--- src/rtl/yarp_fetch_ctrl.sv ---
`timescale 1ns/1ps
// yarp_fetch_ctrl
// Instruction-fetch sequencer for the yarp core. Owns the program counter,
// keeps at most one request outstanding on the req/gnt/rvalid instruction
// memory port, hands each fetched word to decode over valid/ready, and
// applies PC redirects while squashing any fetch already in flight.
//
// Ports
//   clk, reset              core clock, async active-high reset
//   imem_req_o/addr_o       request and word-aligned address (addr = pc_q)
//   imem_gnt_i              request accepted; memory samples addr here
//   imem_rvalid_i/rdata_i   response for the granted request
//   instr_valid_o/instr_o/instr_pc_o/instr_ready_i  decode handshake
//   redirect_i/redirect_pc_i  new fetch path (wins over every other event)
//   redirect_misaligned_o   one-cycle pulse when redirect target had [1:0]!=0
//
// state | meaning
// ------+----------------------------------------------------------------
// IDLE  | one cycle with req low after reset
// REQ   | request asserted at pc_q, waiting for gnt
// WAIT  | request granted, waiting for rvalid
// DROP  | granted request belongs to an old path; discard its response
// HOLD  | instruction presented to decode, waiting for ready
module yarp_fetch_ctrl #(
    parameter logic [31:0] RESET_PC = 32'h0000_0000
) (
    input  logic        clk,
    input  logic        reset,
    output logic        imem_req_o,
    output logic [31:0] imem_addr_o,
    input  logic        imem_gnt_i,
    input  logic        imem_rvalid_i,
    input  logic [31:0] imem_rdata_i,
    output logic        instr_valid_o,
    output logic [31:0] instr_o,
    output logic [31:0] instr_pc_o,
    input  logic        instr_ready_i,
    input  logic        redirect_i,
    input  logic [31:0] redirect_pc_i,
    output logic        redirect_misaligned_o
);

    typedef enum logic [2:0] {
        IDLE = 3'd0,
        REQ  = 3'd1,
        WAIT = 3'd2,
        DROP = 3'd3,
        HOLD = 3'd4
    } state_e;

    state_e      state_q, state_d;
    logic [31:0] pc_q, pc_d;
    logic [31:0] instr_q, instr_d;
    logic [31:0] instr_pc_q, instr_pc_d;
    logic        misaligned_q, misaligned_d;
    logic [31:0] redirect_tgt;

    assign redirect_tgt = {redirect_pc_i[31:2], 2'b00};

    always_ff @(posedge clk or posedge reset) begin
        if (reset) begin
            state_q      <= IDLE;
            pc_q         <= RESET_PC;
            instr_q      <= 32'h0;
            instr_pc_q   <= 32'h0;
            misaligned_q <= 1'b0;
        end else begin
            state_q      <= state_d;
            pc_q         <= pc_d;
            instr_q      <= instr_d;
            instr_pc_q   <= instr_pc_d;
            misaligned_q <= misaligned_d;
        end
    end

    always_comb begin
        state_d      = state_q;
        pc_d         = pc_q;
        instr_d      = instr_q;
        instr_pc_d   = instr_pc_q;
        misaligned_d = redirect_i && (redirect_pc_i[1:0] != 2'b00);

        // A redirect replaces the PC in every state; the per-state logic
        // below only decides where the FSM goes.
        if (redirect_i) begin
            pc_d = redirect_tgt;
        end

        case (state_q)
            IDLE: begin
                state_d = REQ;
            end
            REQ: begin
                // A grant coincident with a redirect still leaves a response
                // in flight for the old address, so it must be drained.
                if (imem_gnt_i) begin
                    state_d = redirect_i ? DROP : WAIT;
                end
            end
            WAIT: begin
                if (redirect_i) begin
                    state_d = imem_rvalid_i ? REQ : DROP;
                end else if (imem_rvalid_i) begin
                    instr_d    = imem_rdata_i;
                    instr_pc_d = pc_q;
                    pc_d       = pc_q + 32'd4;
                    state_d    = HOLD;
                end
            end
            DROP: begin
                if (imem_rvalid_i) begin
                    state_d = REQ;
                end
            end
            HOLD: begin
                if (redirect_i || instr_ready_i) begin
                    state_d = REQ;
                end
            end
            default: begin
                state_d = IDLE;
            end
        endcase
    end

    assign imem_req_o            = (state_q == REQ);
    assign imem_addr_o           = pc_q;
    assign instr_valid_o         = (state_q == HOLD);
    assign instr_o               = instr_q;
    assign instr_pc_o            = instr_pc_q;
    assign redirect_misaligned_o = misaligned_q;

endmodule

--- config.mk ---
export PLATFORM = sky130hd
export DESIGN_NAME = yarp_fetch_ctrl
export DESIGN_NICKNAME = d
export VERILOG_FILES = /design/src/rtl/yarp_fetch_ctrl.sv
export SDC_FILE = /design/constraint.sdc
export NUM_CORES = 1
export LEC_CHECK = 0
export BUFFER_PORTS_ARGS = -buffer_cell sky130_fd_sc_hd__buf_2
export CORE_UTILIZATION = 53
export DETAILED_ROUTE_END_ITERATION = 12
export GPL_TIMING_DRIVEN = 0
export PLACE_DENSITY = 0.85
export SYNTH_ARGS = -nofsm -noshare
export SYNTH_HDL_FRONTEND = slang
export SYNTH_SLANG_ARGS = --single-unit
--- constraint.sdc ---
create_clock -name clk -period 6.01 [get_ports clk]
set_clock_uncertainty 0.05 [all_clocks]
set_input_delay 0.9015 -clock clk [delete_from_list [all_inputs] [get_ports clk]]
set_output_delay 0.9015 -clock clk [all_outputs]
set_load 0.05 [all_outputs]
# --- Word-level counts from Yosys, hierarchy flattened ---
# Cells that the tools add are included.
op_classes:
  addsub: 1
  n_mul: 0
  div: 0
  n_lt_le_gt_ge: 0
  eq_ne: 8
  shifts: 0
  mux: 12
  n_bitwise: 1
  reduce_logical: 6
ops:
  columns: ["op", "n"]
  rows:
  - ["32-bit two-way mux", 4]
  - ["32-bit by 3-bit adder with 32-bit output (second input constant)", 1]
  - ["3-bit two-way mux", 5]
  - ["3-bit case mux with 5 select lines", 1]
  - ["3-bit by 2-bit equality test with 1-bit output (second input constant)", 2]
  - ["2-bit by 1-bit != test with 1-bit output (second input constant)", 2]
  - ["4-bit AND reduction", 1]
  - ["3-bit by 1-bit equality test with 1-bit output (second input constant)", 1]
  - ["3-bit equality test (second input constant)", 1]
  - ["3-bit zero test", 1]
  - ["3-bit != test (second input constant)", 1]
  - ["3-bit AND reduction", 1]
  - ["2-bit two-way mux", 1]
  - ["2-bit != test (second input constant)", 1]
  - ["2-bit nonzero test", 1]
  - ["1-bit logical AND", 1]
  - ["1-bit logical OR", 1]
  - ["1-bit two-way mux", 1]
  - ["1-bit inverter", 1]
totals:
  ff_bits: 100
  latchBits: 0
  ramBits: 0
  romBits: 0
  input_bits: 70
  out_inout_bits: 99
  word_cells: 33
  n_memories: 0

# --- Depth between registers and ports, before layout ---
# Gate-level depths: netlist (run 1).
depth:
  depth_word: 4
  mapped_depth: 6
  ltp_nobuf: 5

# --- Least setup slack after synthesis (run 1) ---
# OpenSTA, ideal clock, no wires.
synth_path:
  path_kind: "register -> output"
  from: "register state_q[0]"
  to: "output port instr_valid_o"
  t_arrival_ns: 1.638
  required_ns: 5.058
  setup_slack_ns: 3.420
  stages_incl_launch_ff: 2
  n_path_buf: 0
  path_cell_list: "dfrtp_1 -> nor3b_1"
synth_via:
  elab_chain_cells: 1
synth_rtl:
  columns: ["element", "line_no", "text"]
  rows:
  - ["start, declared", "51", "state_e state_q, state_d;"]
  - ["start signal, assigned", "68", "state_q <= state_d;"]
  - ["3-bit equality test", "128", "assign instr_valid_o = (state_q == HOLD);"]
  - ["end, declared", "34", "output logic instr_valid_o,"]
# No other way between the ends.

# --- Worst setup path in the final report (run 1) ---
layout_path:
  from: "input port imem_rvalid_i"
  to: "register instr_pc_q[14], in the netlist instr_pc_o[14]"
layout_via:
  elab_chain_cells: 1
layout_rtl:
  columns: ["element", "line_no", "text"]
  rows:
  - ["start, declared", "32", "input logic imem_rvalid_i,"]
  - ["3-bit AND reduction (no line)", null, null]
  - ["end signal, assigned", "71", "instr_pc_q <= instr_pc_d;"]
  - ["end, declared", "54", "logic [31:0] instr_pc_q, instr_pc_d;"]
# No other way between the ends.
# A chain may end at the register's enable or synchronous reset.

==> impl_metrics.json, run 1 <==
{
  "slew_viol_final": 0,
  "netlist_instances": 362,
  "synth_flop_cell": "dfrtp_1",
  "yosysWarnings": 0,
  "cts.path.max_buffers": 2,
  "worst_pin_slew_ps": 708,
  "vias_per_cell": 5.66,
  "synth_most_common_cell": "dfrtp_1",
  "status": "finished clean",
  "cts_num_sinks": 100,
  "grt_pass1_wl_um": 17200,
  "postRouteAntennaNets": 0,
  "dp_cells": 632,
  "cts-hold-fix-buffers": 0,
  "grt_pass1_vias": 3551,
  "setup_tns_ps": 0,
  "crit_fanout": 10,
  "critPathKind": "in2reg",
  "routed_wl_um": 10700,
  "start_kind": "primary input",
  "synth_top_area_share_pct": 56.8,
  "clkSlewWorstSetupHoldPaths_ps": 100,
  "yosys-top-cells-area": "dfrtp_1, mux2_2, or4_1",
  "final_net_count": 612,
  "cts_max_level": 3,
  "p_per_area_nw_per_um2": 491,
  "grt.total_usage_pct": 25.6,
  "fmax_mhz": 408,
  "synth.distinct_cells": 40,
  "hold_slack_ps": 448,
  "total_power_mw": 2.75,
  "finalSetupViolCount": 0,
  "portBuffers": 167,
  "ys_ff_latch": 100,
  "clk_latency_ps": 360,
  "synthesis.area_um2": 4400,
  "leakage_nw": 2.67,
  "ctsResizeCount": 0,
  "final_cells": 647,
  "slew_headroom_pct": 52.6,
  "cts_tree": "done",
  "start_util_pct": 55.8,
  "ir_drop_v": 0.000387,
  "gp_congestion": 0.793,
  "dr_wl_met3_um": 796,
  "firstDrtPassIters": 4,
  "min_period_over_period_pct": 40.8,
  "drt_iter0_markers": 117,
  "synthArstFlopShare_pct": 100,
  "worstPathArrival_ps": 2650,
  "cap_viol_max_count": 0,
  "yosysSeqAreaShare_pct": 56.8,
  "synth_top_area_cell": "dfrtp_1",
  "vias": 3662,
  "finalInstanceArea_um2": 5600,
  "cts_root_buf": "clkbuf_8",
  "placementRows": 32,
  "grt_start_max_net_pins": 68,
  "die_w_um": 93.1,
  "wl_per_cell_um": 16.5,
  "drive_gt1_share_pct": 47.5,
  "dp_hpwl_um": 7850,
  "fin_crit_ps": 2450,
  "fin_ws_ps": 3560,
  "rsz0062_at_grt": "no",
  "placed_area_um2": 5400,
  "ios": 169,
  "cp-end-kind": "register",
  "antenna_found_initial": 0,
  "area_growth_syn_to_layout_pct": 27.1,
  "pre_cts_ws_ps": 3140,
  "finalHoldViolCount": 0,
  "antennaDiodeCount": 0,
  "utilization_pct": 71.0,
  "fp.coreArea_um2": 7890,
  "grt-ovfl-total": 0,
  "reg2regPathDepth": 5,
  "required_ps": 6200,
  "syn_nets": 433,
  "syn_avg_cell_area_um2": 12.2,
  "hold_path.class": "reg2reg",
  "hold_depth": 1,
  "post_cts.repair.setup_buffers": 0,
  "cts_buffers": 9,
  "die_h_um": 93.1,
  "routed.top_layer": "met4",
  "wl_met2_um": 5190,
  "design.die.area_um2": 8680,
  "wl_met1_um": 4520,
  "drc_errors": 0,
  "synth.top_cells.by_count": "dfrtp_1, mux2_2, nand2_1",
  "synth_enable_flop_cells": 0
}
## sequential cells by signal, summed over array words and instances (netlist names)
name	count
instr_o	32
imem_addr_o	32
state_q	3
redirect_misaligned_o	1
instr_pc_o	32
## cell usage in the layout, fill, tap and decap left out, types with 3 or more instances in the layout
cell | netlist | routed
or4_1 | 16 | 16
a31oi_1 | 16 | 16
nor2_1 | 23 | 23
and4_1 | 5 | 5
clkbuf_8 | 0 | 10
xor2_1 | 4 | 4
dfrtp_1 | 100 | 100
nor3_1 | 3 | 3
mux2_2 | 63 | 63
xnor2_1 | 5 | 5
nand4_1 | 12 | 12
nand2_1 | 24 | 24
nor4_1 | 4 | 4
clkbuf_1 | 10 | 10
o21ai_0 | 12 | 12
nand3_1 | 10 | 10
buf_2 | 8 | 175
o31ai_1 | 14 | 14
## final cells by class
class / instances / area (um^2)
buffer: 20 / 92.6
inverter: 3 / 13.8
fill: 567 / 2290
tap: 102 / 128
clock buffer: 10 / 138
timing repair buffer: 168 / 863
sequential: 100 / 2500
clock inverter: 5 / 62.6
multi-input combinational: 239 / 1800
## report_power, final
| part | leakage, nW | internal (mW) | total, mW | switching [mW] |
|---|---|---|---|---|
| sequential | 1.23 | 0.884 | 1.01 | 0.130 |
| combinational | 1.34 | 0.332 | 1.30 | 0.967 |
| clock | 0.0946 | 0.203 | 0.433 | 0.230 |
| total | 2.67 | 1.42 | 2.75 | 1.33 |
## final timing paths
path | end | start | slack (ps)
max | instr_pc_o[14] | imem_rvalid_i | 3560
max reg2reg | instr_pc_o[14] | state_q[2] | 3620
max in group asynchronous | imem_addr_o[22] | reset | 4760
min reg2reg | instr_o[12] | instr_o[12] | 450
min in group asynchronous | instr_o[11] | reset | 490
min | instr_o[12] | instr_o[12] | 450
## critical path: stages
cell and delay, ps:
buf_2 100, nand4bb_1 90, clkbuf_1 180, nor2_1 570, buf_2 410, mux2_2 390
## logic make-up (layout without fill, tap and decap cells)
group,after synthesis,count (layout),synth area share [%]
compound gates,51,51,7.62
xor+xnor,9,9,1.79
fa+ha+maj,1,1,0.284
buf+inv,23,206,2.36
flops,100,100,56.8
mux,66,66,16.9
simple gates,112,112,14.3
## routing by layer
metal	vias to the layer above	global-route usage (%)
li1	1704	-
met1	1792	33.4
met2	150	41.8
met3	16	6.50
met4	0	8.97
met5	-	0
Note: power is estimated with default switching activity, not from simulation.
==> run 2: changes to the inputs <==
--- a/config.mk
+++ b/config.mk
@@ -6,10 +6,10 @@
 export NUM_CORES = 1
 export LEC_CHECK = 0
 export BUFFER_PORTS_ARGS = -buffer_cell sky130_fd_sc_hd__buf_2
-export CORE_UTILIZATION = 53
+export CORE_UTILIZATION = 44
 export DETAILED_ROUTE_END_ITERATION = 12
 export GPL_TIMING_DRIVEN = 0
-export PLACE_DENSITY = 0.85
+export PLACE_DENSITY = 0.75
 export SYNTH_ARGS = -nofsm -noshare
 export SYNTH_HDL_FRONTEND = slang
 export SYNTH_SLANG_ARGS = --single-unit
==> constraint.sdc (replaced) <==
create_clock -name clk -period 2.15 [get_ports clk]
set_clock_uncertainty 0.05 [all_clocks]
set_input_delay 0.3225 -clock clk [delete_from_list [all_inputs] [get_ports clk]]
set_output_delay 0.3225 -clock clk [all_outputs]
set_load 0.05 [all_outputs]
==> impl_metrics.json, run 2 (synthesis results as in run 1) <==
{
  "finalSetupViolCount": 0,
  "drt_iter0_markers": 140,
  "portBuffers": 167,
  "fin_ws_ps": 72.0,
  "cts_root_buf": "clkbuf_8",
  "antenna_found_initial": 0,
  "cp-end-kind": "register",
  "hold_slack_ps": 77.3,
  "cts_num_sinks": 100,
  "vias": 3647,
  "min_period_over_period_pct": 96.6,
  "finalInstanceArea_um2": 5720,
  "grt_start_max_net_pins": 40,
  "final_net_count": 615,
  "grt-ovfl-total": 0,
  "cts.path.max_buffers": 2,
  "crit_fanout": 10,
  "antennaDiodeCount": 0,
  "routed_wl_um": 11000,
  "area_growth_syn_to_layout_pct": 29.9,
  "placed_area_um2": 5460,
  "critPathKind": "reg2reg",
  "p_per_area_nw_per_um2": 1350,
  "firstDrtPassIters": 5,
  "reg2regPathDepth": 6,
  "cts_max_level": 3,
  "fp.coreArea_um2": 9730,
  "gp_congestion": 0.770,
  "cp_cell_sequence": "and4bb_2, buf_6, nand4_1, buf_4, or4_1, a31oi_1",
  "final_common_cell": "buf_2",
  "die_h_um": 102,
  "cap_viol_max_count": 0,
  "slew_viol_final": 0,
  "worstPathArrival_ps": 2310,
  "drive_gt1_share_pct": 50.1,
  "fmax_mhz": 481,
  "status": "finished clean",
  "grt_pass1_vias": 3469,
  "slew_headroom_pct": 40.6,
  "drc_errors": 0,
  "worst_pin_slew_ps": 890,
  "finalHoldViolCount": 0,
  "grt_pass1_wl_um": 17200,
  "crit_slowest_cell": "or4_1",
  "wl_per_cell_um": 16.1,
  "clkSlewWorstSetupHoldPaths_ps": 110,
  "final_cell_mix": "buf_2, dfrtp_1, mux2_2",
  "clk_latency_ps": 360,
  "ir_drop_v": 0.000833,
  "required_ps": 2380,
  "vias_per_cell": 5.35,
  "cts_tree": "done",
  "grt.total_usage_pct": 21.3,
  "setup_tns_ps": 0,
  "design.die.area_um2": 10400,
  "leakage_nw": 2.69,
  "fin_crit_ps": 2080,
  "total_power_mw": 7.75,
  "postRouteAntennaNets": 0,
  "hold_path.class": "in2async",
  "start_util_pct": 45.3,
  "ios": 169,
  "start_kind": "register",
  "cts_buffers": 9,
  "pre_cts_ws_ps": -236,
  "dp_hpwl_um": 8090,
  "die_w_um": 102,
  "placementRows": 36,
  "max_stage_delay_ps": 460
}
-- run 2: cell types whose count changed in the layout (fill, tap and decap cells not counted), moves of 2 or more --
cell     change
buf_12       +2
dfrtp_2      +7
dfrtp_1      -7
buf_2        -2
inv_6        +3
buf_4        +3
-- run 2: critical path, delay by kind of cell (launching register included) --
kind / cells / cell delay, ps
and+or+nand+nor: 3 / 970
DFF: 1 / 450
buffers and inverters: 2 / 360
AOI/OAI and AO/OA: 1 / 170
-- run 2: final cells by class --
type                    instances  area (um^2)
clock buffers                  10          138
fillers                       878         4010
well taps                     133          166
multi-input cells             239         1820
plain buffers                  20          103
flip-flops and latches        100         2510
clock inverters                 6         76.3
repair buffers                171          891
inverters                       3         15.0
-- run 2: path summary, 6_finish.rpt --
check                             endpoint        startpoint  slack, ps
setup / recovery           imem_addr_o[25]        state_q[2]         70
hold / removal                 instr_o[16]             reset         80
setup reg to reg           imem_addr_o[25]        state_q[2]         70
hold reg to reg                instr_o[11]       instr_o[11]        440
max in group asynchronous   imem_addr_o[8]             reset       1290
min in group clk            imem_addr_o[9]  redirect_pc_i[9]        120
-- run 2: power breakdown --
part	switching (mW)	internal (mW)
logic	2.70	0.933
registers	0.357	2.47
clock network	0.691	0.594
total	3.75	4.00
-- run 2: layer usage --
metal | global-route usage (%) | wire (um) | vias up
met2 | 34.8 | 5570 | 118
li1 | - | - | 1709
met1 | 29.2 | 4780 | 1814
met3 | 3.08 | 546 | 6
met4 | 6.81 | 61 | 0
met5 | 0 | 0 | -
-- run 2: metrics by stage --
step           util (%)  cells
6_report           58.8    682
5_1_grt            58.8    682
4_1_cts            58.4    681
3_5_place_dp       56.1    664
3_3_place_gp       55.7    662
2_1_floorplan         -    362
-- run 2: what timing repair did --
action | in CTS | in global routing
buffers inserted | 1 | 1
gates resized for setup | 3 | 10
pin swaps | 1 | 1
cloned | 0 | 0
setup endpoints to repair | 70 | 6
hold buffers | 0 | 0
==> run 3: changes to the inputs <==
--- a/config.mk
+++ b/config.mk
@@ -6,10 +6,12 @@
 export NUM_CORES = 1
 export LEC_CHECK = 0
 export BUFFER_PORTS_ARGS = -buffer_cell sky130_fd_sc_hd__buf_2
-export CORE_UTILIZATION = 44
+export CORE_UTILIZATION = 46
+export CTS_BUF_LIST = sky130_fd_sc_hd__clkbuf_2
 export DETAILED_ROUTE_END_ITERATION = 12
 export GPL_TIMING_DRIVEN = 0
-export PLACE_DENSITY = 0.75
+export HOLD_SLACK_MARGIN = 0.06
+export PLACE_DENSITY = 0.78
 export SYNTH_ARGS = -nofsm -noshare
 export SYNTH_HDL_FRONTEND = slang
 export SYNTH_SLANG_ARGS = --single-unit
==> impl_metrics.json, run 3 (synthesis results as in run 1) <==
{
  "design.die.area_um2": 9970,
  "cts_num_sinks": 100,
  "r2r_setup_slack_ps": 60,
  "slew_headroom_pct": 60.4,
  "n_fill_cell": 687,
  "fmax_mhz": 479,
  "wl_per_cell_um": 16.6,
  "grt_pass1_wl_um": 19600,
  "hold_depth": 3,
  "ir_drop_v": 0.000839,
  "rsz0062_at_grt": "no",
  "cts_tree": "done",
  "ff_latch_area_um2": 2510,
  "min_period_over_period_pct": 97.1,
  "required_ps": 2590,
  "portBuffers": 167,
  "status": "finished clean",
  "hold_slack_ps": 243,
  "firstDrtPassIters": 4,
  "min_from": "redirect_i",
  "clk_latency_ps": 560,
  "max_stage_delay_ps": 500,
  "reg2regPathDepth": 6,
  "worstPathArrival_ps": 2520,
  "antennaDiodeCount": 0,
  "postRouteAntennaNets": 0,
  "vias": 4045,
  "cts_max_level": 3,
  "cap_viol_max_count": 0,
  "critPathKind": "reg2reg",
  "die_h_um": 99.8,
  "p_per_area_nw_per_um2": 1180,
  "die_w_um": 99.8,
  "finalSetupViolCount": 0,
  "total_power_mw": 7.49,
  "cts_buffers": 9,
  "start_kind": "register",
  "utilization_pct": 68.5,
  "routed_wl_um": 12500,
  "min_to": "imem_addr_o[29]",
  "drc_errors": 0,
  "start_util_pct": 47.7,
  "final_common_cell": "buf_2",
  "final_cell_mix": "buf_2, dfrtp_1, dlygate4sd3_1",
  "area_growth_syn_to_layout_pct": 43.8,
  "vias_per_cell": 5.38,
  "grt.total_usage_pct": 25.2,
  "crit_fanout": 10,
  "finalHoldViolCount": 0,
  "gp_congestion": 0.800,
  "antenna_found_initial": 0,
  "r2r-end": "imem_addr_o[30]",
  "leakage_nw": 2.97,
  "fp.coreArea_um2": 9240,
  "placementRows": 35,
  "drt_iter0_markers": 117,
  "grt_start_max_net_pins": 33,
  "crit_slowest_cell": "dfrtp_2",
  "cp_cell_sequence": "and4bb_2, buf_6, nand4_4, buf_2, or4_1, a31oi_1",
  "cp-end-kind": "register",
  "slew_viol_final": 0,
  "cts_root_buf": "clkbuf_2",
  "ios": 169,
  "dp_hpwl_um": 8150,
  "multi_input_area_um2": 1810,
  "fin_crit_ps": 2090,
  "final_net_count": 689,
  "grt-ovfl-total": 0,
  "hold_path.class": "in2reg",
  "drive_gt1_share_pct": 44.9,
  "rr_startpoint": "state_q[0]",
  "cts.path.max_buffers": 2,
  "clkSlewWorstSetupHoldPaths_ps": 270,
  "worst_pin_slew_ps": 588,
  "grt_pass1_vias": 4033
}
==> run 3: cell types whose count changed in the layout (fill, tap and decap cells not counted), sizes merged <==
cell and delta:
buf +5, bufinv -1, clkbuf +1, clkinv +2, dlygate4sd3 +68, inv -1
==> run 3: where the power goes <==
group | switching, mW | internal [mW]
clock | 0.661 | 0.184
sequential | 0.390 | 2.47
combinational | 2.76 | 1.03
total | 3.81 | 3.68
==> run 3: per-stage QoR <==
stage                     cell area [um^2]  worst slack [ps]  setup TNS (ps)  std cells
after detailed placement              5480              -322          -17430        661
after global routing                  6330              3.84               0        752
final                                 6330              62.7               0        752
after floorplan                       4410              17.5               0        362
after global placement                5410              -211          -16960        658
after CTS                             6280              24.0               0        746
==> run 3: routing by layer <==
metal  track usage (%)  wire length [um]  share of wire [%]
met2              44.6              6710                 54
met4              10.2               238                1.9
met3              4.32               644                5.2
met1              30.5              4860                 39
met5                 0                 0                  0
==> run 3: what timing repair did <==
action / in CTS / in global routing
buffers inserted: 1 / 6
hold buffers: 68 / 0
resized for setup: 4 / 4
setup endpoints to repair: 70 / 26
hold endpoints to repair: 98 / 0
pin swaps: 1 / 1
==> run 3: final cells by class <==
cell class	count	area share [%]
inverters	3	0.237
clock buffers	10	0.790
well taps	129	2.55
flip-flops and latches	100	39.6
clock inverters	6	0.869
repair buffers	245	25.8
plain buffers	20	1.54
multi-input cells	239	28.5
==> run 3: worst max path at each step <==
stage | start | endpoint | slack, ps | cells past startpoint
2_1_floorplan | imem_addr_o[6] | imem_addr_o[26] | 20 | 6
3_3_place_gp | state_q[2] | instr_pc_o[9] | -210 | 5
3_5_place_dp | state_q[2] | instr_pc_o[10] | -320 | 5
4_1_cts | state_q[2] | imem_addr_o[27] | 20 | 6
5_1_grt | imem_addr_o[7] | imem_addr_o[22] | 4 | 6
6_report | state_q[0] | imem_addr_o[30] | 60 | 6
==> run 3: worst max-delay path, delay by kind of cell, from the launching register on <==
kind / cells / cell delay (ps)
AOI/OAI and AO/OA: 1 / 190
buffers and inverters: 2 / 360
DFF: 1 / 500
and+or+nand+nor: 3 / 930
